$ cat config.mk
export PLATFORM = sky130hd
export DESIGN_NAME = sl12_arb
export DESIGN_NICKNAME = d
export VERILOG_FILES = /design/src/rtl/sl12_arb.sv
export SDC_FILE = /design/constraint.sdc
export NUM_CORES = 1
export LEC_CHECK = 0
export ABC_AREA = 1
export CORE_MARGIN = 5
export CORE_UTILIZATION = 38
export CTS_CLUSTER_DIAMETER = 150
export DETAILED_ROUTE_END_ITERATION = 16
export GPL_ROUTABILITY_DRIVEN = 0
export GPL_TIMING_DRIVEN = 0
export PLACE_DENSITY = 0.84
export SYNTH_ARGS = -nofsm -noshare
export SYNTH_HDL_FRONTEND = slang
export SYNTH_SLANG_ARGS = --single-unit
$ cat constraint.sdc
create_clock -name clk -period 1.2 [get_ports clk]
set_clock_uncertainty 0.1 [all_clocks]
set_input_delay 0.36 -clock clk [delete_from_list [all_inputs] [get_ports clk]]
set_output_delay 0.36 -clock clk [all_outputs]
set_load 0.02 [all_outputs]
$ cat src/rtl/sl12_arb.sv
// Root 2:1 arbiter of the same-latency tree: merges two masters onto one request port with
// independent round-robin read/write arbitration and steers read responses back by tag.
//
// Request vector (66 bits):  [65] ren, [64:49] raddr, [48] wen, [47:32] waddr, [31:0] wdata
// Response vector (33 bits): [32] rvalid, [31:0] rdata
module sl12_arb #(
  parameter int RD_LAT = 4
) (
  input  logic        clk,
  input  logic        rst_n,
  input  logic [65:0] req_m0,
  output logic        rrdy_m0,
  output logic        wrdy_m0,
  output logic [32:0] res_m0,
  input  logic [65:0] req_m1,
  output logic        rrdy_m1,
  output logic        wrdy_m1,
  output logic [32:0] res_m1,
  output logic [65:0] req_down,
  input  logic [32:0] res_down,
  output logic        rsp_err
);

  localparam int REQ_W  = 66;
  localparam int WREQ_W = 49;
  localparam int RREQ_W = REQ_W - WREQ_W;

  logic ren0, ren1, wen0, wen1;
  logic rd_fav, wr_fav;                 // 0 favours m0, 1 favours m1
  logic [RREQ_W-1:0] rreq_sel;
  logic [WREQ_W-1:0] wreq_sel;
  logic [RD_LAT:0] tag_vld;
  logic [RD_LAT:0] tag_id;
  logic tail_vld, tail_id, rvalid;

  assign ren0 = req_m0[REQ_W-1];
  assign ren1 = req_m1[REQ_W-1];
  assign wen0 = req_m0[WREQ_W-1];
  assign wen1 = req_m1[WREQ_W-1];

  assign rrdy_m0 = ren0 & (~ren1 | ~rd_fav);
  assign rrdy_m1 = ren1 & ~rrdy_m0;
  assign wrdy_m0 = wen0 & (~wen1 | ~wr_fav);
  assign wrdy_m1 = wen1 & ~wrdy_m0;

  always_comb begin
    rreq_sel = '0;
    wreq_sel = '0;
    if (rrdy_m0)      rreq_sel = req_m0[REQ_W-1:WREQ_W];
    else if (rrdy_m1) rreq_sel = req_m1[REQ_W-1:WREQ_W];
    if (wrdy_m0)      wreq_sel = req_m0[WREQ_W-1:0];
    else if (wrdy_m1) wreq_sel = req_m1[WREQ_W-1:0];
  end

  assign tail_vld = tag_vld[RD_LAT];
  assign tail_id  = tag_id[RD_LAT];
  assign rvalid   = res_down[32];

  always_ff @(posedge clk or negedge rst_n) begin
    if (!rst_n) begin
      req_down <= '0;
      res_m0   <= '0;
      res_m1   <= '0;
      rsp_err  <= 1'b0;
      rd_fav   <= 1'b0;
      wr_fav   <= 1'b0;
      tag_vld  <= '0;
      tag_id   <= '0;
    end else begin
      req_down <= {rreq_sel, wreq_sel};
      // After any grant the pointer favours the master that was not granted.
      if (rrdy_m0 | rrdy_m1) rd_fav <= rrdy_m0;
      if (wrdy_m0 | wrdy_m1) wr_fav <= wrdy_m0;
      tag_vld <= {tag_vld[RD_LAT-1:0], rrdy_m0 | rrdy_m1};
      tag_id  <= {tag_id[RD_LAT-1:0], rrdy_m1};
      res_m0  <= (rvalid & tail_vld & ~tail_id) ? res_down : '0;
      res_m1  <= (rvalid & tail_vld &  tail_id) ? res_down : '0;
      // A response without a tag, or a tag without a response, both mean the tree lost sync.
      rsp_err <= rsp_err | (rvalid ^ tail_vld);
    end
  end

endmodule

# Word level (Yosys, flattened, before mapping)
# Index checks and enable logic that the tools add are counted.
# W data, S select, Z words.
# op_classes
n_mux	6
bitwise	20
# op_table
op	n
$mux W49	2
$mux W33	2
$mux W17	2
$and A1 B1 Y1	7
$not A1 Y1	7
$or A1 B1 Y1	5
$xor A1 B1 Y1	1
# totals
wordCells	34
out_inout_bits	137
inputBits	167
register_bits	145

# Longest topological paths before layout
# depth
ltp_word	7
depth_mapped	6
mapped_depth_nobuf	4

# Worst setup path after synthesis
# OpenSTA, ideal clock, no wires.
# synth_timing
path_kind	in2out
from	input port req_m1[65]
to	output port rrdy_m1
n_path_buf	1
required_time_ns	0.740
stages	5
slack_ns	-0.381
t_arrival_ns	1.121
cell_sequence	buf_4 > nand2_4 > nand2_4 > inv_1 > nor2_1
# synth_between
elab_chain_cells	5
# synth_lines
item	line_no	text
start: declaration	15	input logic [65:0] req_m1,
$not A1 Y1	41	assign rrdy_m0 = ren0 & (~ren1 | ~rd_fav);
$or A1 B1 Y1	41	
$and A1 B1 Y1	41	
via rrdy_m0	12	output logic rrdy_m0,
$not A1 Y1	42	assign rrdy_m1 = ren1 & ~rrdy_m0;
$and A1 B1 Y1	42	
end: declaration	16	output logic rrdy_m1,
# The timed path passes the listed nets, and every way through them passes these cells.

# Worst setup path in the final report
# layout_timing
from	register wr_fav
to	output port wrdy_m1
# layout_between
elab_chain_cells	5
# layout_lines
item	line_no	text
start: declaration	29	logic rd_fav, wr_fav;
start signal: assignment	73	if (wrdy_m0 | wrdy_m1) wr_fav <= wrdy_m0;
$not A1 Y1	43	assign wrdy_m0 = wen0 & (~wen1 | ~wr_fav);
$or A1 B1 Y1	43	
$and A1 B1 Y1	43	
$not A1 Y1	44	assign wrdy_m1 = wen1 & ~wrdy_m0;
$and A1 B1 Y1	44	
end: declaration	17	output logic wrdy_m1,
# Every way passes these cells.

==> results.md <==
- Synth top area share: 0.696
- Clock buffer depth: 2
- Worst IR Drop VDD: 0.000863 V
- Worst setup path endpoint: wrdy_m1
- WL final: 19.1 mm
- Async set-reset flop share out of synthesis: 1.00
- Die H: 127 um
- Slew Limit Headroom: 0.424
- NumNets Final: 995
- DR iter-0 viols: 199
- Most common library cells after synthesis: dfrtp_1, nand3_1, nand2_1, nor2_1, inv_1
- Share of cells above drive strength 1: 0.380
- Tot GR Track Use: 0.217
- IO buf count: 300
- RSZ-0062 raised after global routing: true
- Core box area: 0.0133 sq mm
- Drt via density: 4.82
- I/O Pins: 304
- Synth cell types: 14
- R2R depth: 7
- Die area: 0.0162 sq mm
- CP Class: reg -> out
- Leakage Power: 0.00502 uW
- Mapped Area: 0.00522 sq mm
- Crit path from: wr_fav$_DFFE_PN0P_
- Placed instance area: 0.00854 sq mm
- Cell area power density: 1350 mW/mm^2
- Row Count: 42
- Fill count: 827
- Final critical-path share of the clock period: 1.49
- Post-route design area: 0.0102 sq mm
- Synthesized Nets: 659
- Antenna viol nets, final: 0
- Most frequent cell after synthesis: dfrtp_1
- Status: finished with violations
- Min-delay worst type: in -> async
- Max frequency: 560 MHz
- Via count: 4898
- Fin worst setup slack: -0.586 ns
- Largest net degree at the start of global routing: 93
- Post-Layout Cell Count: 1016
- Final setup viols: 193
- Diodes inserted: 0
- Syn Area/Cell: 10.6 sq um
- Hold Fails Final Rpt: 53
- Starting density of the core: 0.391
- CTS tree: built
- RR Endpoint: req_down[23]$_DFF_PN0_
- Synth Register Bits: 145
- Final Util: 0.764
- Synth Warn #: 0
- DRC: 0
- Placed Instances: 968
- Max-slew violation count: 0
- CTS Sinks: 145
- EDFF count, synth: 0
- Clock-pin slew on the worst setup and hold paths: 0.06 ns
- First-pass GRT wire length: 26.6 mm
- Fin Setup TNS: -31.46 ns
- Failing checks: negative hold slack, negative setup slack
- FF+latch area: 0.00363 sq mm
- Period minus WS final: 1.79 ns
- TritonCTS Buffers: 17
- Flop-to-flop setup slack: -0.23 ns
- First-pass DRT Iterations: 4
- CTS root buffer: clkbuf_16
- CTS H-tree depth: 4
- MaxCap Viol Count: 0
- Worst Tran Pin Value: 0.864 ns
- Wirelength per Cell: 18.8 um
- Footprint of the multi-input gates: 0.00176 sq mm
- Arr. time, crit path: 1.33 ns
- Sequential share of the synthesized area: 0.696
- Dpl hpwl: 12.7 mm
- Die width: 127 um
- CP Capture Type: output pin
- Critical path startpoint category: register
- Critical path required time: 0.74 ns
- Area Growth Syn to Fin: 95.6%
- Gr ovfl total: 0
- Post-synth top area cell: dfrtp_1
- Area contributors post-synth: dfrtp_1, nand3_1, nand2_1
- RR Startpoint: wr_fav$_DFFE_PN0P_
- Most used flip-flop cell after synthesis: dfrtp_1
- Critical path peak fanout: 3
- Initial antenna violation count: 0
- Min Hold Slack: -0.190 ns
- Vias in the first global route: 5014
- Mapped Cells: 491
- Clk_lat worst skew: 0.41 ns
-- repair_timing --
action | CTS | global route
setup buffers | 8 | 8
endpoints found under the hold margin | 53 | 53
pin swaps | 8 | 45
resized for setup | 872 | 105
endpoints found under the setup margin | 238 | 240
gates cloned | 1 | 7
-- worst min-delay path by stage --
stage               depth (start not counted)  slack, ns                     end
CTS                                         1      -0.19  req_down[41]$_DFF_PN0_
finish                                      1      -0.19    res_m1[20]$_DFF_PN0_
global placement                            0       0.24    tag_vld[2]$_DFF_PN0_
detailed placement                          0       0.23     tag_id[3]$_DFF_PN0_
floorplan                                   0      -0.04      rd_fav$_DFFE_PN0P_
global route                                1      -0.16    res_m1[20]$_DFF_PN0_
-- per-layer routing --
metal  global-route usage  up-vias  part of all wire
met5                    0        -                 0
met4               0.0795        0             0.032
met3               0.0872       44              0.10
met2                0.389      272              0.51
met1                0.231     2345              0.36
li1                     -     2237                 -
-- area by class of cell --
class,instances,share of cell area
repair buffers,320,0.343
plain buffers,30,0.0302
inverters,39,0.0152
flip-flops and latches,145,0.356
clock inverters,13,0.0173
well taps,176,0.0216
multi-input cells,274,0.172
clock buffers,19,0.0444
-- report_power, final --
part           switching [uW]  leakage [uW]  internal, uW  total (uW)
combinational            1360       0.00286          1490        2850
sequential                160       0.00187          5200        5360
clock                    2120      0.000298          3420        5540
-- metrics by stage --
step	setup slack, ns	total power (uW)
3_3_place_gp	-5.94	7710
4_1_cts	-0.575	13600
3_5_place_dp	-1.06	7760
5_1_grt	-0.627	14300
2_1_floorplan	-0.213	6320
6_report	-0.586	13800
-- cell families (layout without fill, tap and decap cells) --
logic type	count (synthesis)	after routing	synth area share
DFF	145	145	0.696
AOI/OAI and AO/OA	1	1	0.00144
adders and majority gates	1	1	0.00240
and+or+nand+nor	272	272	0.232
buffers and inverters	72	421	0.0688
-- sequential cells by signal, indices dropped and copies added (netlist names) --
name	flops
res_m0	33
rd_fav	1
wr_fav	1
tag_id	5
rsp_err	1
res_m1	33
tag_vld	5
req_down	66
-- critical path, stage by stage, from the launching register on --
cell      delay, ns
dfrtp_1        0.42
nand2_4        0.09
nand2_4        0.12
clkinv_4       0.07
nor2_4         0.08
buf_6          0.13
-- cell usage in the layout, fill, tap and decap left out, drive strengths merged, types with 3 or more instances in the layout --
master / Yosys / layout
buf: 28 / 176
nand3: 128 / 128
clkinv: 0 / 5
clkbuf: 5 / 31
nand2: 75 / 75
dfrtp: 145 / 145
nor2: 68 / 68
inv: 39 / 40
bufinv: 0 / 3
clkdlybuf4s50: 0 / 160
clkinvlp: 0 / 4
Note: power is estimated with default switching activity, not from simulation.
